## src/rtl/mcac_pkg.sv

```systemverilog
// Shared types and defaults for the MCAC channel-sequencing control unit.
package mcac_pkg;

  localparam int unsigned CU_NUM_CH_DEF     = 32;
  localparam int unsigned CU_NUM_STAGES_DEF = 8;

  localparam logic MODE_ENC = 1'b0;
  localparam logic MODE_DEC = 1'b1;

  typedef enum logic [2:0] {
    ST_IDLE = 3'd0,
    ST_LOAD = 3'd1,
    ST_RUN  = 3'd2,
    ST_WB   = 3'd3,
    ST_DONE = 3'd4
  } cu_state_e;

endpackage

```

## src/rtl/cu_stage_ring.sv

```systemverilog
// One-hot stage strobe shifter: start loads stage 0, advance walks the bit out the top.
module cu_stage_ring #(
  parameter int unsigned NUM_STAGES = 8
) (
  input  logic                  clk,
  input  logic                  reset,
  input  logic                  start,
  input  logic                  advance,
  output logic [NUM_STAGES-1:0] stage_en,
  output logic                  last
);

  always_ff @(posedge clk) begin
    if (!reset) begin
      stage_en <= '0;
    end else if (start) begin
      stage_en <= NUM_STAGES'(1);
    end else if (advance) begin
      stage_en <= stage_en << 1;
    end
  end

  assign last = stage_en[NUM_STAGES-1];

endmodule

```

## src/rtl/mcac_cu_mc.sv

```systemverilog
// MCAC control unit: sequences LOAD/RUN/WB per channel each frame.
// Optional CU_CH_MASK_EN adds a ch_mask port to skip disabled channels.
module mcac_cu_mc
  import mcac_pkg::*;
#(
  parameter int unsigned NUM_CH     = CU_NUM_CH_DEF,
  parameter int unsigned NUM_STAGES = CU_NUM_STAGES_DEF,
  parameter int unsigned CH_W       = $clog2(NUM_CH)
) (
  input  logic                  clk,
  input  logic                  reset,
  input  logic                  frame_sync,
  input  logic                  mode,
`ifdef CU_CH_MASK_EN
  input  logic [NUM_CH-1:0]     ch_mask,
`endif
  input  logic                  scan_in0,
  input  logic                  scan_en,
  output logic [CH_W-1:0]       ch_idx,
  output logic                  mode_q,
  output logic                  st_load,
  output logic [NUM_STAGES-1:0] stage_en,
  output logic                  st_wb,
  output logic                  busy,
  output logic                  frame_done,
  output logic                  overrun,
  output logic                  scan_out0
);

  cu_state_e       state_q, state_d;
  logic [CH_W-1:0] ch_idx_d;
  logic            mode_d;
  logic            ring_start, ring_adv, ring_last;
  logic            unused_scan;

`ifdef CU_CH_MASK_EN
  logic [NUM_CH-1:0] mask_q, mask_d;
  logic [CH_W:0]     first_ch, next_ch;

  // Lowest enabled channel at or above 'from'; MSB flags whether one exists.
  function automatic logic [CH_W:0] find_ch(input logic [NUM_CH-1:0] m, input int unsigned from);
    logic [CH_W:0] res;
    res = '0;
    for (int i = NUM_CH - 1; i >= 0; i--) begin
      if ((int unsigned'(i) >= from) && m[i]) res = {1'b1, CH_W'(i)};
    end
    return res;
  endfunction

  assign first_ch = find_ch(ch_mask, 0);
  assign next_ch  = find_ch(mask_q, int unsigned'(ch_idx) + 1);
`endif

  assign ring_start  = (state_q == ST_LOAD);
  assign ring_adv    = (state_q == ST_RUN);
  assign scan_out0   = 1'b0;
  assign unused_scan = scan_in0 ^ scan_en;

  cu_stage_ring #(.NUM_STAGES(NUM_STAGES)) u_ring (
    .clk     (clk),
    .reset   (reset),
    .start   (ring_start),
    .advance (ring_adv),
    .stage_en(stage_en),
    .last    (ring_last)
  );

  // Next-state and next-context logic.
  always_comb begin
    state_d  = state_q;
    ch_idx_d = ch_idx;
    mode_d   = mode_q;
`ifdef CU_CH_MASK_EN
    mask_d   = mask_q;
`endif
    case (state_q)
      ST_IDLE: begin
        if (frame_sync) begin
          mode_d   = mode;
          ch_idx_d = '0;
          state_d  = ST_LOAD;
`ifdef CU_CH_MASK_EN
          mask_d = ch_mask;
          if (first_ch[CH_W]) ch_idx_d = first_ch[CH_W-1:0];
          else                state_d  = ST_DONE;
`endif
        end
      end
      ST_LOAD: state_d = ST_RUN;
      ST_RUN:  if (ring_last) state_d = ST_WB;
      ST_WB: begin
`ifdef CU_CH_MASK_EN
        if (next_ch[CH_W]) begin
          ch_idx_d = next_ch[CH_W-1:0];
          state_d  = ST_LOAD;
        end else begin
          state_d = ST_DONE;
        end
`else
        if (ch_idx == CH_W'(NUM_CH - 1)) begin
          state_d = ST_DONE;
        end else begin
          ch_idx_d = ch_idx + CH_W'(1);
          state_d  = ST_LOAD;
        end
`endif
      end
      ST_DONE: state_d = ST_IDLE;
      default: state_d = ST_IDLE;
    endcase
  end

  // State and registered outputs; strobes decode the state being entered.
  always_ff @(posedge clk) begin
    if (!reset) begin
      state_q    <= ST_IDLE;
      ch_idx     <= '0;
      mode_q     <= MODE_ENC;
      st_load    <= 1'b0;
      st_wb      <= 1'b0;
      busy       <= 1'b0;
      frame_done <= 1'b0;
      overrun    <= 1'b0;
`ifdef CU_CH_MASK_EN
      mask_q     <= '0;
`endif
    end else begin
      state_q    <= state_d;
      ch_idx     <= ch_idx_d;
      mode_q     <= mode_d;
      st_load    <= (state_d == ST_LOAD);
      st_wb      <= (state_d == ST_WB);
      busy       <= (state_d != ST_IDLE);
      frame_done <= (state_d == ST_DONE);
      overrun    <= overrun | (frame_sync & (state_q != ST_IDLE));
`ifdef CU_CH_MASK_EN
      mask_q     <= mask_d;
`endif
    end
  end

endmodule

```

## config.mk

```make
export PLATFORM = sky130hd
export DESIGN_NAME = mcac_cu_mc
export DESIGN_NICKNAME = d
export VERILOG_FILES = /design/src/rtl/mcac_pkg.sv /design/src/rtl/cu_stage_ring.sv /design/src/rtl/mcac_cu_mc.sv
export SDC_FILE = /design/constraint.sdc
export NUM_CORES = 1
export LEC_CHECK = 0
export CORE_ASPECT_RATIO = 1.2
export CORE_MARGIN = 4
export CORE_UTILIZATION = 48
export CTS_CLUSTER_SIZE = 25
export DETAILED_ROUTE_END_ITERATION = 7
export GPL_ROUTABILITY_DRIVEN = 0
export PLACE_DENSITY = 0.76
export RECOVER_POWER = 100
export SETUP_SLACK_MARGIN = 0.15
export SKIP_CTS_REPAIR_TIMING = 1
export SYNTH_ARGS = -nofsm -noshare
export SYNTH_HDL_FRONTEND = slang
export SYNTH_SLANG_ARGS = --single-unit
```

## constraint.sdc

```tcl
create_clock -name clk -period 2.8 [get_ports clk]
set_clock_uncertainty 0.15 [all_clocks]
set_input_delay 0.28 -clock clk [delete_from_list [all_inputs] [get_ports clk]]
set_output_delay 0.28 -clock clk [all_outputs]
set_load 0.05 [all_outputs]
```

==> impl_metrics.tcl <==
set metrics [dict create \
    cts_buffers 3 \
    crit_chain "ha_1, and3_1, ha_1, or4bb_1, a21oi_4, mux2i_1" \
    path_clk_slew_ns 0.12 \
    pin_count 26 \
    critPathMaxFanout 4 \
    num_rows 18 \
    start_util_pct 51.83 \
    antenna_cells 0 \
    clock_sinks 22 \
    slew_headroom_pct 46.34 \
    leakage_nw 0.5016 \
    worst_setup_path_end_kind "register" \
    syn_to_final_growth_pct 21.21 \
    grt_usage_pct 15.92 \
    ys_types 30 \
    synth.avg_cell_area_um2 8.921 \
    die_y_um 60.38 \
    ir_drop_mv 0.3674 \
    gr-total-overflow 0 \
    ys_warn_count 0 \
    status "finished clean" \
    nets 149 \
    cts-root-buf "clkbuf_4" \
    post-route-period-util_pct 77.70 \
    synth_edf_count 0 \
    drt_iter0_drc 15 \
    cts_tree "done" \
    hpwl_um 1512 \
    hp-class "reg -> reg" \
    path_delay_family "simple AND/OR/NAND/NOR gates" \
    routed-via-count 925 \
    drive_gt1_share_pct 4.286 \
    setup_violations 0 \
    totalWireLength_um 2169 \
    start_kind "register" \
    die_w_um 51.65 \
    grt_pass1_wl_um 3850 \
    layout_min_cycle_time_ns 2.176 \
    syn_inst 123 \
    slowest_stage "or4bb_1" \
    grt_pass1_vias 883 \
    worstSetupPathType "reg -> reg" \
    async_reset_ff_share_pct 0 \
    worstPathRequired_ns 2.89 \
    first_pass_iters 4 \
    synth_nets 131 \
    hold_viol 0 \
    clk-insertion-delay-late_ns 0.31 \
    rsz0062_at_grt "no" \
    antenna_found_initial 0 \
    crit_buf_inv 0 \
    routedWlPerCell_um 12.76 \
    synth_seq_cells 22 \
    drv_cap 0 \
    dieArea_um2 3118 \
    worstMarginPinSlew_ns 0.8050 \
    crit_top_cell "ha_1" \
    postRouteAntennaNets 0 \
    synth-seq-area-share_pct 40.14 \
    syn_area_um2 1097 \
    grt_max_degree 21 \
    cp_slowest_stage_delay_ns 0.60 \
    drv_slew 0 \
    cp.arrival_ns 2.27 \
    coreArea_um2 2117 \
    max_freq_mhz 459.7 \
    powerDensity_nw_per_um2 462.9 \
    route.detailed.drc 0 \
    h-tree-depth 1 \
    port-buffer-count 22 \
    utilization_pct 62.83 \
    via_per_inst 5.441 \
    synthFlopType "dfxtp_1" \
    max-clock-path-buffers 2 \
    setup_tns_ns 0 \
]
cell type report:
class / instances / area (um^2)
timing repair buffer: 24 / 227.7
inverter: 1 / 3.754
multi-input combinational: 89 / 584.3
clock buffer: 4 / 36.28
sequential: 22 / 440.4
tap: 30 / 37.54
fill: 203 / 787.0
worst register-to-register path, stage by stage, from the launching register on:
cell and delay, ns:
dfxtp_1 0.36, ha_1 0.21, and3_1 0.18, ha_1 0.22, or4bb_1 0.60, a21oi_4 0.19
mux2i_1 0.20
worst paths after layout:
check,startpoint,to,slack [ns],cells past startpoint
worst max register to register,ch_idx[0],ch_idx[3],0.62,6
worst max-delay path,ch_idx[0],ch_idx[3],0.62,6
worst min register to register,overrun,overrun,0.33,1
worst min-delay path,overrun,overrun,0.33,1
logic make-up (layout without fill, tap and decap cells):
kind of cell / Yosys count / in the layout / synth area share [%]
flip-flops: 22 / 22 / 40.14
multiplexers: 3 / 3 / 2.737
adder cells (fa/ha/maj): 2 / 2 / 2.280
buffers and inverters: 12 / 29 / 6.270
AO/OA/AOI/OAI: 28 / 28 / 16.88
XOR/XNOR: 2 / 2 / 1.597
other: 1 / 1 / 0.3417
AND/OR/NAND/NOR: 53 / 53 / 29.76
state kept, by name, indices dropped and copies added, names as in the netlist:
| signal | cells |
|---|---|
| state_q | 3 |
| ch_idx | 5 |
| overrun | 1 |
| st_wb | 1 |
| st_load | 1 |
| frame_done | 1 |
| mode_q | 1 |
| u_ring.stage_en | 8 |
| busy | 1 |
power by group:
group	leakage, nW	switching [mW]	internal, mW
combinational	0.302	0.0731	0.0349
clock	0.0210	0.0967	0.0794
sequential	0.179	0.00802	0.324
cells in the mapped netlist (3+ instances only):
library cell | number | area (um^2)
nor2_1 | 5 | 18.77
nor2b_1 | 8 | 50.05
nand2_1 | 6 | 22.52
nand3_1 | 5 | 25.02
a21boi_0 | 3 | 22.52
nand3b_1 | 10 | 75.07
mux2i_1 | 3 | 30.03
dfxtp_1 | 22 | 440.4
o21a_1 | 9 | 67.56
nand2b_1 | 9 | 56.30
clkbuf_1 | 5 | 18.77
a21oi_1 | 10 | 50.05
o21ai_0 | 4 | 20.02
nor3_1 | 4 | 20.02
cell usage in the layout (no fill, tap or decap), drive strengths merged:
cell           count
a21boi             3
a21oi             11
and3               1
and4bb             1
clkbuf             6
clkdlybuf4s50      2
conb               1
dfxtp             22
dlygate4sd3       20
ha                 2
inv                1
mux2i              3
nand2              6
nand2b             9
nand3              5
nand3b            10
nand4              1
nor2               5
nor2b              8
nor3               4
nor4b              1
o21a               9
o21ai              4
o31a               1
or4b               1
or4bb              1
xnor2              2
per-layer routing:
metal / track usage [%] / up-vias / wire (um)
met1: 19.33 / 449 / 944
met4: 5.618 / 0 / 25
li1: - / 455 / -
met3: 3.440 / 4 / 77
met5: 0 / - / 0
met2: 27.82 / 17 / 1122
metrics by stage:
step | cell area, um^2 | worst slack, ns | std cells | total power, mW | hold slack, ns
finish | 1330 | 0.6245 | 170 | 0.6157 | 0.3341
global route | 1330 | 0.5152 | 170 | 0.6451 | 0.3810
CTS | 1341 | 0.6101 | 170 | 0.6254 | 0.3423
detailed placement | 1305 | 0.6377 | 166 | 0.4543 | 0.3090
global placement | 1305 | 0.7053 | 166 | 0.4520 | 0.3038
floorplan | 1097 | 0.5338 | 123 | 0.4295 | 0.2495
No activity file was read; power rests on OpenSTA's default activity.
